===== config.mk =====
export PLATFORM = sky130hd
export DESIGN_NAME = rx_eyeq_responder
export DESIGN_NICKNAME = d
export VERILOG_FILES = /design/src/rtl/rx_eyeq_responder.sv
export SDC_FILE = /design/constraint.sdc
export NUM_CORES = 1
export LEC_CHECK = 0
export BUFFER_PORTS_ARGS = -buffer_cell sky130_fd_sc_hd__buf_2
export CAP_MARGIN = 15
export CELL_PAD_IN_SITES_DETAIL_PLACEMENT = 0
export CELL_PAD_IN_SITES_GLOBAL_PLACEMENT = 2
export CORE_ASPECT_RATIO = 0.8
export CORE_MARGIN = 5
export CORE_UTILIZATION = 30
export CTS_CLUSTER_DIAMETER = 80
export DETAILED_ROUTE_END_ITERATION = 8
export PLACE_DENSITY_LB_ADDON = 0.1
export SETUP_SLACK_MARGIN = 0.1
export SYNTH_ARGS = -nofsm -noshare
export SYNTH_HDL_FRONTEND = slang
export SYNTH_SLANG_ARGS = --single-unit

===== constraint.sdc =====
create_clock -name clk -period 5.6 [get_ports clk]
set_clock_uncertainty 0.2 [all_clocks]
set_input_delay 1.12 -clock clk [delete_from_list [all_inputs] [get_ports clk]]
set_output_delay 1.12 -clock clk [all_outputs]
set_load 0.02 [all_outputs]

===== src/rtl/rx_eyeq_responder.sv =====
// ---------------------------------------------------------------------------
// rx_eyeq_responder
//   PHY-side responder for the RX eye-quality (EyeQ) 4-way handshake.
//   Accepts a level request plus mode from the MAC-side controller, counts
//   good slicer samples over a mode-dependent window, then raises done and
//   holds the result until the request is withdrawn.
//
// Ports
//   clk          clock
//   rst          synchronous active-high reset
//   rxeyeqreq_i  EyeQ request (level)
//   rxeyeqmode_i eyeqmode_t, sampled only on the accept cycle
//   rxpdwn_i     powerdown_t (00 NORMAL, 01 IDLE, 11 SLEEP, 10 COMA)
//   smp_valid_i  slicer sample present this cycle
//   smp_err_i    present sample is in error (ignored when !smp_valid_i)
//   rxeyeqdone_o EyeQ done (level)
//   rxeyeq_o     measured eye quality (count of good samples, saturating)
//   eyeq_status_o 00 ok, 01 illegal mode, 10 aborted by powerdown
//   proto_err_o  one-cycle pulse when the request is withdrawn mid-measure
// ---------------------------------------------------------------------------
module rx_eyeq_responder #(
  parameter int EYEQ_W      = 16,
  parameter int WIN_STARTUP = 64,
  parameter int WIN_BG      = 32,
  parameter int WIN_WAKE    = 16
) (
  input  logic              clk,
  input  logic              rst,
  input  logic              rxeyeqreq_i,
  input  logic [3:0]        rxeyeqmode_i,
  input  logic [1:0]        rxpdwn_i,
  input  logic              smp_valid_i,
  input  logic              smp_err_i,
  output logic              rxeyeqdone_o,
  output logic [EYEQ_W-1:0] rxeyeq_o,
  output logic [1:0]        eyeq_status_o,
  output logic              proto_err_o
);

  localparam int WIN_MAX0 = (WIN_STARTUP > WIN_BG) ? WIN_STARTUP : WIN_BG;
  localparam int WIN_MAX  = (WIN_MAX0 > WIN_WAKE) ? WIN_MAX0 : WIN_WAKE;
  localparam int CNT_W    = (WIN_MAX > 1) ? $clog2(WIN_MAX) : 1;

  localparam logic [1:0] PD_NORMAL  = 2'b00;
  localparam logic [1:0] ST_OK      = 2'b00;
  localparam logic [1:0] ST_ILLEGAL = 2'b01;
  localparam logic [1:0] ST_ABORT   = 2'b10;

  typedef enum logic [1:0] {S_IDLE, S_MEASURE, S_DONE} state_t;

  state_t             state_q, state_d;
  logic [CNT_W-1:0]   win_q, win_d;
  logic [EYEQ_W-1:0]  acc_q, acc_d;
  logic [EYEQ_W-1:0]  eyeq_q, eyeq_d;
  logic [1:0]         status_q, status_d;
  logic               done_q, done_d;
  logic               perr_q, perr_d;

  // Mode decode. The latched mode only matters for the window length, so
  // it is captured as the win_cnt load value rather than kept separately.
  // Any unlisted encoding (including X/Z in simulation) falls to illegal.
  logic               mode_legal;
  logic [CNT_W-1:0]   mode_win;

  always_comb begin
    mode_legal = 1'b0;
    mode_win   = '0;
    case (rxeyeqmode_i)
      4'b0001, 4'b0010, 4'b0011, 4'b0100, 4'b0101, 4'b0110: begin
        mode_legal = 1'b1;
        mode_win   = CNT_W'(WIN_STARTUP - 1);
      end
      4'b1010, 4'b1011, 4'b1100: begin
        mode_legal = 1'b1;
        mode_win   = CNT_W'(WIN_BG - 1);
      end
      4'b1101: begin
        mode_legal = 1'b1;
        mode_win   = CNT_W'(WIN_WAKE - 1);
      end
      default: ;
    endcase
  end

  // Accumulator value including this cycle's sample, saturating at all-ones.
  logic              smp_good;
  logic [EYEQ_W-1:0] acc_nxt;

  assign smp_good = smp_valid_i & ~smp_err_i;
  assign acc_nxt  = (smp_good && !(&acc_q)) ? acc_q + EYEQ_W'(1) : acc_q;

  always_comb begin
    state_d  = state_q;
    win_d    = win_q;
    acc_d    = acc_q;
    eyeq_d   = eyeq_q;
    status_d = status_q;
    done_d   = done_q;
    perr_d   = 1'b0;
    case (state_q)
      S_IDLE: begin
        if (rxeyeqreq_i && !done_q) begin
          if (rxpdwn_i != PD_NORMAL) begin
            state_d  = S_DONE;
            status_d = ST_ABORT;
            eyeq_d   = '0;
            done_d   = 1'b1;
          end else if (!mode_legal) begin
            state_d  = S_DONE;
            status_d = ST_ILLEGAL;
            eyeq_d   = '0;
            done_d   = 1'b1;
          end else begin
            state_d = S_MEASURE;
            win_d   = mode_win;
            acc_d   = '0;
          end
        end
      end
      S_MEASURE: begin
        // Priority: withdrawal > powerdown abort > window completion.
        if (!rxeyeqreq_i) begin
          perr_d  = 1'b1;
          state_d = S_IDLE;
        end else if (rxpdwn_i != PD_NORMAL) begin
          state_d  = S_DONE;
          status_d = ST_ABORT;
          eyeq_d   = '0;
          done_d   = 1'b1;
        end else begin
          acc_d = acc_nxt;
          if (win_q == '0) begin
            state_d  = S_DONE;
            eyeq_d   = acc_nxt;
            status_d = ST_OK;
            done_d   = 1'b1;
          end else begin
            win_d = win_q - CNT_W'(1);
          end
        end
      end
      S_DONE: begin
        // Result and status hold here; rxeyeq also persists through IDLE.
        if (!rxeyeqreq_i) begin
          state_d = S_IDLE;
          done_d  = 1'b0;
        end
      end
      default: begin
        state_d = S_IDLE;
        done_d  = 1'b0;
      end
    endcase
  end

  always_ff @(posedge clk) begin
    if (rst) begin
      state_q  <= S_IDLE;
      win_q    <= '0;
      acc_q    <= '0;
      eyeq_q   <= '0;
      status_q <= 2'b00;
      done_q   <= 1'b0;
      perr_q   <= 1'b0;
    end else begin
      state_q  <= state_d;
      win_q    <= win_d;
      acc_q    <= acc_d;
      eyeq_q   <= eyeq_d;
      status_q <= status_d;
      done_q   <= done_d;
      perr_q   <= perr_d;
    end
  end

  assign rxeyeqdone_o  = done_q;
  assign rxeyeq_o      = eyeq_q;
  assign eyeq_status_o = status_q;
  assign proto_err_o   = perr_q;

endmodule


Word-level counts from Yosys, hierarchy flattened:

Index checks and enable logic that the tools add are counted.

* logic and storage cells: 99
* input bits: 11
* bits in registers: 44

* bitwise operators: 3
* equal/unequal tests: 22
* add/subtract/negate cells: 2
* mux-type cells: 47
* reduce and logical (&&, ||, !) cells: 18

Operator list (number)
* 16-bit two-way mux: 12
* 16-bit one-hot mux with 2 select lines: 2
* 6-bit two-way mux: 6
* 2-bit two-way mux: 13
* 6-bit one-hot mux with 3 select lines: 1
* 16-bit by 1-bit adder with 16-bit output, second input constant: 1
* 4-bit == test, second input constant: 4
* 16-bit AND reduction: 1
* 2-bit != test, second input constant: 7
* 4-bit by 3-bit == test with 1-bit output, second input constant: 3
* 6-bit one-hot mux with 2 select lines: 1
* 5-bit AND reduction: 2
* 10-bit OR reduction: 1
* 1-bit two-way mux: 9
* 4-bit by 2-bit == test with 1-bit output, second input constant: 2
* 7-bit AND reduction: 1
* 6-bit logical NOT: 1
* 3-bit != test, second input constant: 2
* 2-bit one-hot mux with 3 select lines: 1
* 6-bit AND reduction: 1
* 6-bit OR reduction: 1
* 6-bit by 1-bit subtractor with 6-bit output, second input constant: 1
* 4-bit by 1-bit == test with 1-bit output, second input constant: 1
* 4-bit != test, second input constant: 1
* other kinds (13): 17

Depth between registers and ports, before layout:

Gate-level depths: netlist of run 1.

* depth after elaboration: 8
* mapped depth: 8
* depth with buffers taken out: 7

Worst setup path before layout of run 1:

No wires, ideal clock.

* path kind: input-to-reg
* start point: in rxeyeqmode_i[0]
* end point: reg eyeq_q[8] (netlist: rxeyeq_o[8])
* path buffers: 1
* library setup time: 0.117 ns
* stages: 6
* arrival time: 2.297 ns
* path slack: 2.986 ns
* cells stage by stage: nor2b_1 o31a_1 o21ai_1 a21oi_1 buf_2 a22o_1

* word-level cells in the longest chain between the ends: 5

RTL lines
* start: declaration: RTL line 30 `input logic [3:0] rxeyeqmode_i,`
* 4-bit == test (tied with other cells): RTL line 68 `case (rxeyeqmode_i)`
* 10-bit OR reduction (no line) (*)
* 1-bit two-way mux (*): RTL line 68
* 3-bit != test (no line) (*)
* 5-bit AND reduction (no line) (*)
* end signal: assignment: RTL line 169 `eyeq_q <= eyeq_d;`
* end: declaration: RTL line 54 `logic [EYEQ_W-1:0] eyeq_q, eyeq_d;`

Every way passes the cells marked *; elsewhere a longest branch is shown, timed or not.
A chain may end at the register's enable or synchronous reset.

Final worst setup path of run 1:

* start point: reg state_q[0]
* end point: reg eyeq_q[15] (netlist: rxeyeq_o[15])

* word-level cells in the longest chain between the ends: 3

RTL lines
* start: declaration: RTL line 51 `state_t state_q, state_d;`
* start signal: assignment: RTL line 166 `state_q <= state_d;`
* 2-bit by 1-bit == test with 1-bit output or 2-bit logical NOT (tied branches): RTL line 100 `case (state_q)`
* 3-bit != test (no line) (tied with other cells)
* 5-bit AND reduction (no line)

Several ways; a longest one is shown, not always the timed one.

==> results of run 1 <==
[kinds of logic (layout without fill, tap and decap cells)]
group | Yosys count | count (layout) | share of synthesized area, %
AOI/OAI and AO/OA | 98 | 98 | 28.1
xor gates and xnor gates | 11 | 11 | 4.09
adders and majority gates | 3 | 3 | 1.60
buffers and inverters | 21 | 50 | 3.72
DFF | 44 | 44 | 37.4
muxes | 2 | 2 | 0.851
and+or+nand+nor | 98 | 98 | 24.2
[cell type report]
cell class              count  area share [%]
multi-input cells         212            51.4
flip-flops and latches     44            32.7
repair buffers             32            6.13
well taps                 105            4.88
clock buffers               5            2.56
inverters                  10            1.39
clock inverters             3           0.883
[metal layers]
metal | GRT usage [%] | part of all wire, % | up-vias
met3 | 3.10 | 5.9 | 2
met2 | 19.8 | 37 | 56
met4 | 3.10 | 0.45 | 0
met5 | 0 | 0 | -
met1 | 24.4 | 56 | 1049
li1 | - | - | 1103
[path summary, 6_finish.rpt]
path                                    end  slack (ns)  cells past startpoint
hold / removal     rxeyeq_o[7]$_SDFFE_PP0P_        0.28                      1
setup reg to reg  rxeyeq_o[15]$_SDFFE_PP0P_        2.43                      5
setup / recovery  rxeyeq_o[15]$_SDFFE_PP0P_        2.43                      5
hold reg to reg    rxeyeq_o[7]$_SDFFE_PP0P_        0.28                      1
[synth_stat cells, types with 2 or more instances]
library cell | count | share of area (%)
a211oi_1 | 2 | 0.64
a21oi_1 | 28 | 6.0
a22o_1 | 10 | 3.7
a311oi_1 | 2 | 0.74
a31oi_1 | 8 | 2.1
a41oi_1 | 4 | 1.5
and3_1 | 5 | 1.3
buf_2 | 3 | 0.64
clkbuf_1 | 6 | 0.96
dfxtp_1 | 44 | 37
ha_1 | 3 | 1.6
inv_1 | 10 | 1.6
mux2i_1 | 2 | 0.85
nand2_1 | 20 | 3.2
nand2b_1 | 7 | 1.9
nand3_1 | 9 | 1.9
nand3b_1 | 3 | 0.96
nand4_1 | 6 | 1.6
nor2_1 | 17 | 2.7
nor2b_1 | 6 | 1.6
nor3_1 | 5 | 1.1
nor4_1 | 2 | 0.53
o2111ai_1 | 2 | 0.74
o211ai_1 | 3 | 0.96
o21ai_0 | 18 | 3.8
o2bb2ai_1 | 3 | 1.1
o311ai_0 | 3 | 1.1
o31a_1 | 2 | 0.74
o31ai_1 | 2 | 0.64
o32ai_1 | 3 | 1.1
or3_1 | 2 | 0.53
or4_4 | 2 | 0.96
xnor2_1 | 8 | 3.0
xor2_1 | 3 | 1.1
[state kept, by name, summed over array words and instances (netlist names)]
register,count
eyeq_status_o,2
rxeyeqdone_o,1
state_q,2
proto_err_o,1
acc_q,16
win_q,6
rxeyeq_o,16
[stage by stage]
step / hold WS, ns / cells / utilization [%] / power, mW
global placement: 0.259 / 403 / 34.5 / 0.391
finish: 0.279 / 411 / 35.7 / 0.596
floorplan: 0.248 / 277 / - / 0.367
CTS: 0.289 / 411 / 35.7 / 0.604
global route: 0.306 / 411 / 35.7 / 0.624
detailed placement: 0.264 / 403 / 34.5 / 0.390
[power groups by stage]
stage / logic [mW] / clock network [mW] / registers (mW)
4_1_cts: 0.0615 / 0.221 / 0.322
5_1_grt: 0.0691 / 0.232 / 0.323
2_1_floorplan: 0.0372 / 0 / 0.330
3_5_place_dp: 0.0612 / 0 / 0.329
6_report: 0.0614 / 0.213 / 0.322
3_3_place_gp: 0.0620 / 0 / 0.329
==> flow_summary.toml, run 1 <==
[clock_network]
htreeDepth = 2
cts_tree = "done"
clock_latency_ns = 0.30
path_clk_slew_ns = 0.10
cts.path.max_buffers = 2
cts_setup_buffers = 0
cts_resized = 0
cts_made_buffers = 5
clock_sinks = 44
cts_hold_buffers = 0
clockRootBuffer = "clkbuf_8"

[yosys]
syn_area_per_cell_um2 = 8.50
synthCells = 277
synth.ff_latch_count = 44
synth_async_sr_flop_share_pct = 0
ys_warn_count = 0
yosysSeqAreaShare_pct = 37.4
synth_area_mm2 = 0.00235
ys_types = 58
synth_flop_cell = "dfxtp_1"
synth_edf_count = 0
synthesis.nets = 291

[setup_path]
path_buf_inv = 0
r2r-start = "state_q[0]$_SDFFE_PP0P_"
slowest_delay_ns = 0.79
crit_family = "simple AND/OR/NAND/NOR gates"
crit_start = "state_q[0]$_SDFFE_PP0P_"
cp_max_fo = 13
arrival_ns = 3.20
cp-start-kind = "register"
endpoint_kind = "register"
crit_chain = "nor2b_1 -> nand3_1 -> nor2_1 -> o21ai_0 -> o2bb2ai_1"
cp.required_ns = 5.63
crit_type = "register to register"
crit_slowest_cell = "nor2_1"

[routing]
num_vias = 2210
drt_iter0_drc = 202
ant_nets = 0
drc_errors = 0
avgViaCountPerCell = 5.38
routed_wirelength_um = 6850
wl_per_cell_um = 16.7
firstDrtPassIters = 4

[sta]
tightest_slew_ns = 0.956
max_freq_mhz = 316
slew_violations = 0
finalSetupTns_ns = 0
worst_slack_ns = 2.43
period_minus_slack_ns = 3.17
grt_setup_unrepaired = "false"
setup_viol = 0
finalHoldViolCount = 0
max_slew_margin_pct = 35.4
period_share_pct = 56.6

[finish]
multi_input_area_mm2 = 0.00139
fin_area_mm2 = 0.00269
antenna_cells = 0
area_delta_synth_final_pct = 14.4
final_cell_mix = "44 x dfxtp_1, 30 x buf_2, 28 x a21oi_1"
drive_gt1_share_pct = 18.0
final_common_cell = "dfxtp_1"
fillers = 797
nets = 319
seq_area_um2 = 881

[floorplan]
die_area_mm2 = 0.00973
die_h_um = 89.2
core_area_mm2 = 0.00753
num_rows = 28
die_w_um = 109
initial_core_util_pct = 31.2
io_pins = 31

[grt]
grt_usage_pct = 15.0
grt_max_degree = 23
grt_pass1_wl_um = 11200
grt_antenna_before_repair = 0
first_global_vias = 2071
grt-ovfl-total = 0

[placed_design]
io_buffers = 30
routabilityCongestion = 0.750
place_area_mm2 = 0.00260
place_ws_ns = 2.27
dp_hpwl_um = 4970

[power]
peakVddDrop_mv = 0.0973
p_int_mw = 0.426
power_leakage_nw = 0.946
pwr-share-clk_pct = 35.7
p_per_area_mw_per_mm2 = 221
combPwrFrac_pct = 10.3
p_sw_share_pct = 28.5
power.switching_mw = 0.170
seqPwrFrac_pct = 54.0

[run_status]
outcome = "completed"

[worst_hold_path]
hp-start = "rxeyeq_o[7]$_SDFFE_PP0P_"
hold_class = "register to register"

[flow_run]
maxCapViolCount = 0
Note: power is estimated with default switching activity, not from simulation.
==> run 2, diff against run 1 <==
Settings changed: ABC_AREA set to 1.
Clock period 5.6 ns to 3 ns, I/O delays scaled along.
==> run 2 against run 1 <==
  * Via count up 15%
  * Critical path depth up 7
  * Fmax up 37%
  * Highest routed layer unchanged
  * Critical path type unchanged
  * Cell count up 37%
  * Sequential share of layout area down 3.0 points
==> flow_summary.toml, run 2 <==
[run_status]
outcome = "completed"

[power]
seqPwrFrac_pct = 50.3
p_per_area_mw_per_mm2 = 442
p_sw_share_pct = 34.0
pwr-share-clk_pct = 28.7
power_leakage_nw = 1.35
p_int_mw = 0.865
combPwrFrac_pct = 21.0
power.switching_mw = 0.447
peakVddDrop_mv = 0.227

[floorplan]
num_rows = 30
die_h_um = 94.0
die_area_mm2 = 0.0108
die_w_um = 115
core_area_mm2 = 0.00856
io_pins = 31
initial_core_util_pct = 31.0

[routing]
avgViaCountPerCell = 4.51
drc_errors = 0
ant_nets = 0
drt_iter0_drc = 126
num_vias = 2549
firstDrtPassIters = 5
routed_wirelength_um = 7390
wl_per_cell_um = 13.1

[grt]
grt_antenna_before_repair = 0
grt-ovfl-total = 0
grt_max_degree = 27
first_global_vias = 2302
grt_usage_pct = 14.2
grt_pass1_wl_um = 12100

[yosys]
synth_top_family_by_area = "simple AND/OR/NAND/NOR gates"
ys_types = 29
synthCells = 427
yosysTopAreaCell = "dfxtp_1"
syn_area_per_cell_um2 = 6.20
yosys.cell_count.top_type = "nand2_1"
yosysSeqAreaShare_pct = 33.3
synth_top_area_share_pct = 33.3
synth_fa_ha_area_share_pct = 1.42
yosys.area_share.xor_xnor_pct = 2.31
synth_area_mm2 = 0.00265
ys_warn_count = 0
synth_flop_cell = "dfxtp_1"
muxShareOfSynthArea_pct = 0
ys_top_cells_by_area = "dfxtp_1 33%, nand2_1 14%, nor2_1 11%, nand3_1 7.7%, inv_1 6.9%"
synth.ff_latch_count = 44
synth_edf_count = 0
synthesis.nets = 441
synth-simple-area-share_pct = 40.6
synth_compound_area_share_pct = 10.8
synth_async_sr_flop_share_pct = 0
synth_common_cells = "98 x nand2_1, 75 x nor2_1, 49 x inv_1"

[setup_path]
crit_chain = "ha_1 -> nand3_2 -> inv_2 -> nand2_1 -> inv_2 -> nand2_4 -> nand2_4 -> nand2_1 -> nand3_1 -> nor2_1 -> nor2_1 -> nor2_1"
endpoint_kind = "register"
crit_top_cell = "nor2_1"
cp-start-kind = "register"
cp_max_fo = 13
cp.required_ns = 2.99
slowest_delay_ns = 0.48
crit_slowest_cell = "dfxtp_1"
arrival_ns = 2.30
path_buf_inv = 2
crit_family = "simple AND/OR/NAND/NOR gates"
crit_type = "register to register"

[placed_design]
dp_hpwl_um = 5500
place_area_mm2 = 0.00289
dp.cells = 558
io_buffers = 30
place_ws_ns = 0.583
routabilityCongestion = 0.773

[clock_network]
cts_setup_buffers = 0
clockRootBuffer = "clkbuf_8"
cts.path.max_buffers = 2
clock_latency_ns = 0.30
cts_tree = "done"
htreeDepth = 2
path_clk_slew_ns = 0.09
cts_resized = 0
cts_made_buffers = 5
cts_hold_buffers = 0
clock_sinks = 44

[sta]
period_minus_slack_ns = 2.31
max_freq_mhz = 432
finalSetupTns_ns = 0
holdWs_ns = 0.257
max_slew_margin_pct = 59.3
finalHoldViolCount = 0
setup_viol = 0
period_share_pct = 77.2
grt_setup_unrepaired = "false"
worst_slack_ns = 0.685
tightest_slew_ns = 0.609
slew_violations = 0

[finish]
area_delta_synth_final_pct = 12.0
final_cells = 565
fin_area_mm2 = 0.00297
nets = 467
drive_gt1_share_pct = 14.6
final_common_cell = "nand2_1"
antenna_cells = 0
final_cell_mix = "98 x nand2_1, 75 x nor2_1, 49 x inv_1"

[worst_hold_path]
hold_class = "register to register"

[flow_run]
maxCapViolCount = 0
[run 2: worst paths after layout]
kind	start	end	slack [ns]	depth (start not counted)
setup / recovery	acc_q[0]$_SDFFE_PP0P_	rxeyeq_o[10]$_SDFFE_PP0P_	0.69	12
hold / removal	eyeq_status_o[1]$_SDFFE_PP0P_	eyeq_status_o[1]$_SDFFE_PP0P_	0.26	2
setup reg to reg	acc_q[0]$_SDFFE_PP0P_	rxeyeq_o[10]$_SDFFE_PP0P_	0.69	12
hold reg to reg	eyeq_status_o[1]$_SDFFE_PP0P_	eyeq_status_o[1]$_SDFFE_PP0P_	0.26	2
[run 2: through the flow]
| step | util, % | power, mW |
|---|---|---|
| 2_1_floorplan | - | 0.880 |
| 3_3_place_gp | 33.7 | 0.954 |
| 3_5_place_dp | 33.7 | 0.949 |
| 4_1_cts | 34.7 | 1.33 |
| 5_1_grt | 34.7 | 1.40 |
| 6_report | 34.7 | 1.31 |
[run 2: cells by family (layout without fill, tap and decap cells)]
group	after synthesis	after routing
flops	44	44
buf+inv	74	100
simple gates	244	244
compound gates	55	55
fa+ha+maj	3	3
xor+xnor	7	7
[run 2: worst min-delay path, cell delays in order, from the launching register on]
cell	delay [ns]
dfxtp_1	0.32
inv_1	0.05
a21oi_1	0.05
[run 2: cell type report]
cell class | instances | area [µm²]
clock buffer | 5 | 68.8
timing repair buffer | 35 | 188
tap | 112 | 140
multi-input combinational | 309 | 1460
fill | 941 | 5590
inverter | 58 | 218
clock inverter | 2 | 12.5
sequential | 44 | 881
[run 2: power groups by stage]
stage               registers [mW]  logic, mW  clock network [mW]
floorplan                    0.668      0.212                   0
global placement             0.673      0.281                   0
detailed placement           0.673      0.276                   0
CTS                          0.659      0.278               0.392
global route                 0.667      0.314               0.418
finish                       0.659      0.276               0.377
[run 2: layer usage]
| metal | GRT usage, % | routed length, µm |
|---|---|---|
| met5 | 0 | 0 |
| met4 | 2.35 | 29 |
| met3 | 2.64 | 411 |
| met2 | 18.5 | 2760 |
| met1 | 23.5 | 4180 |
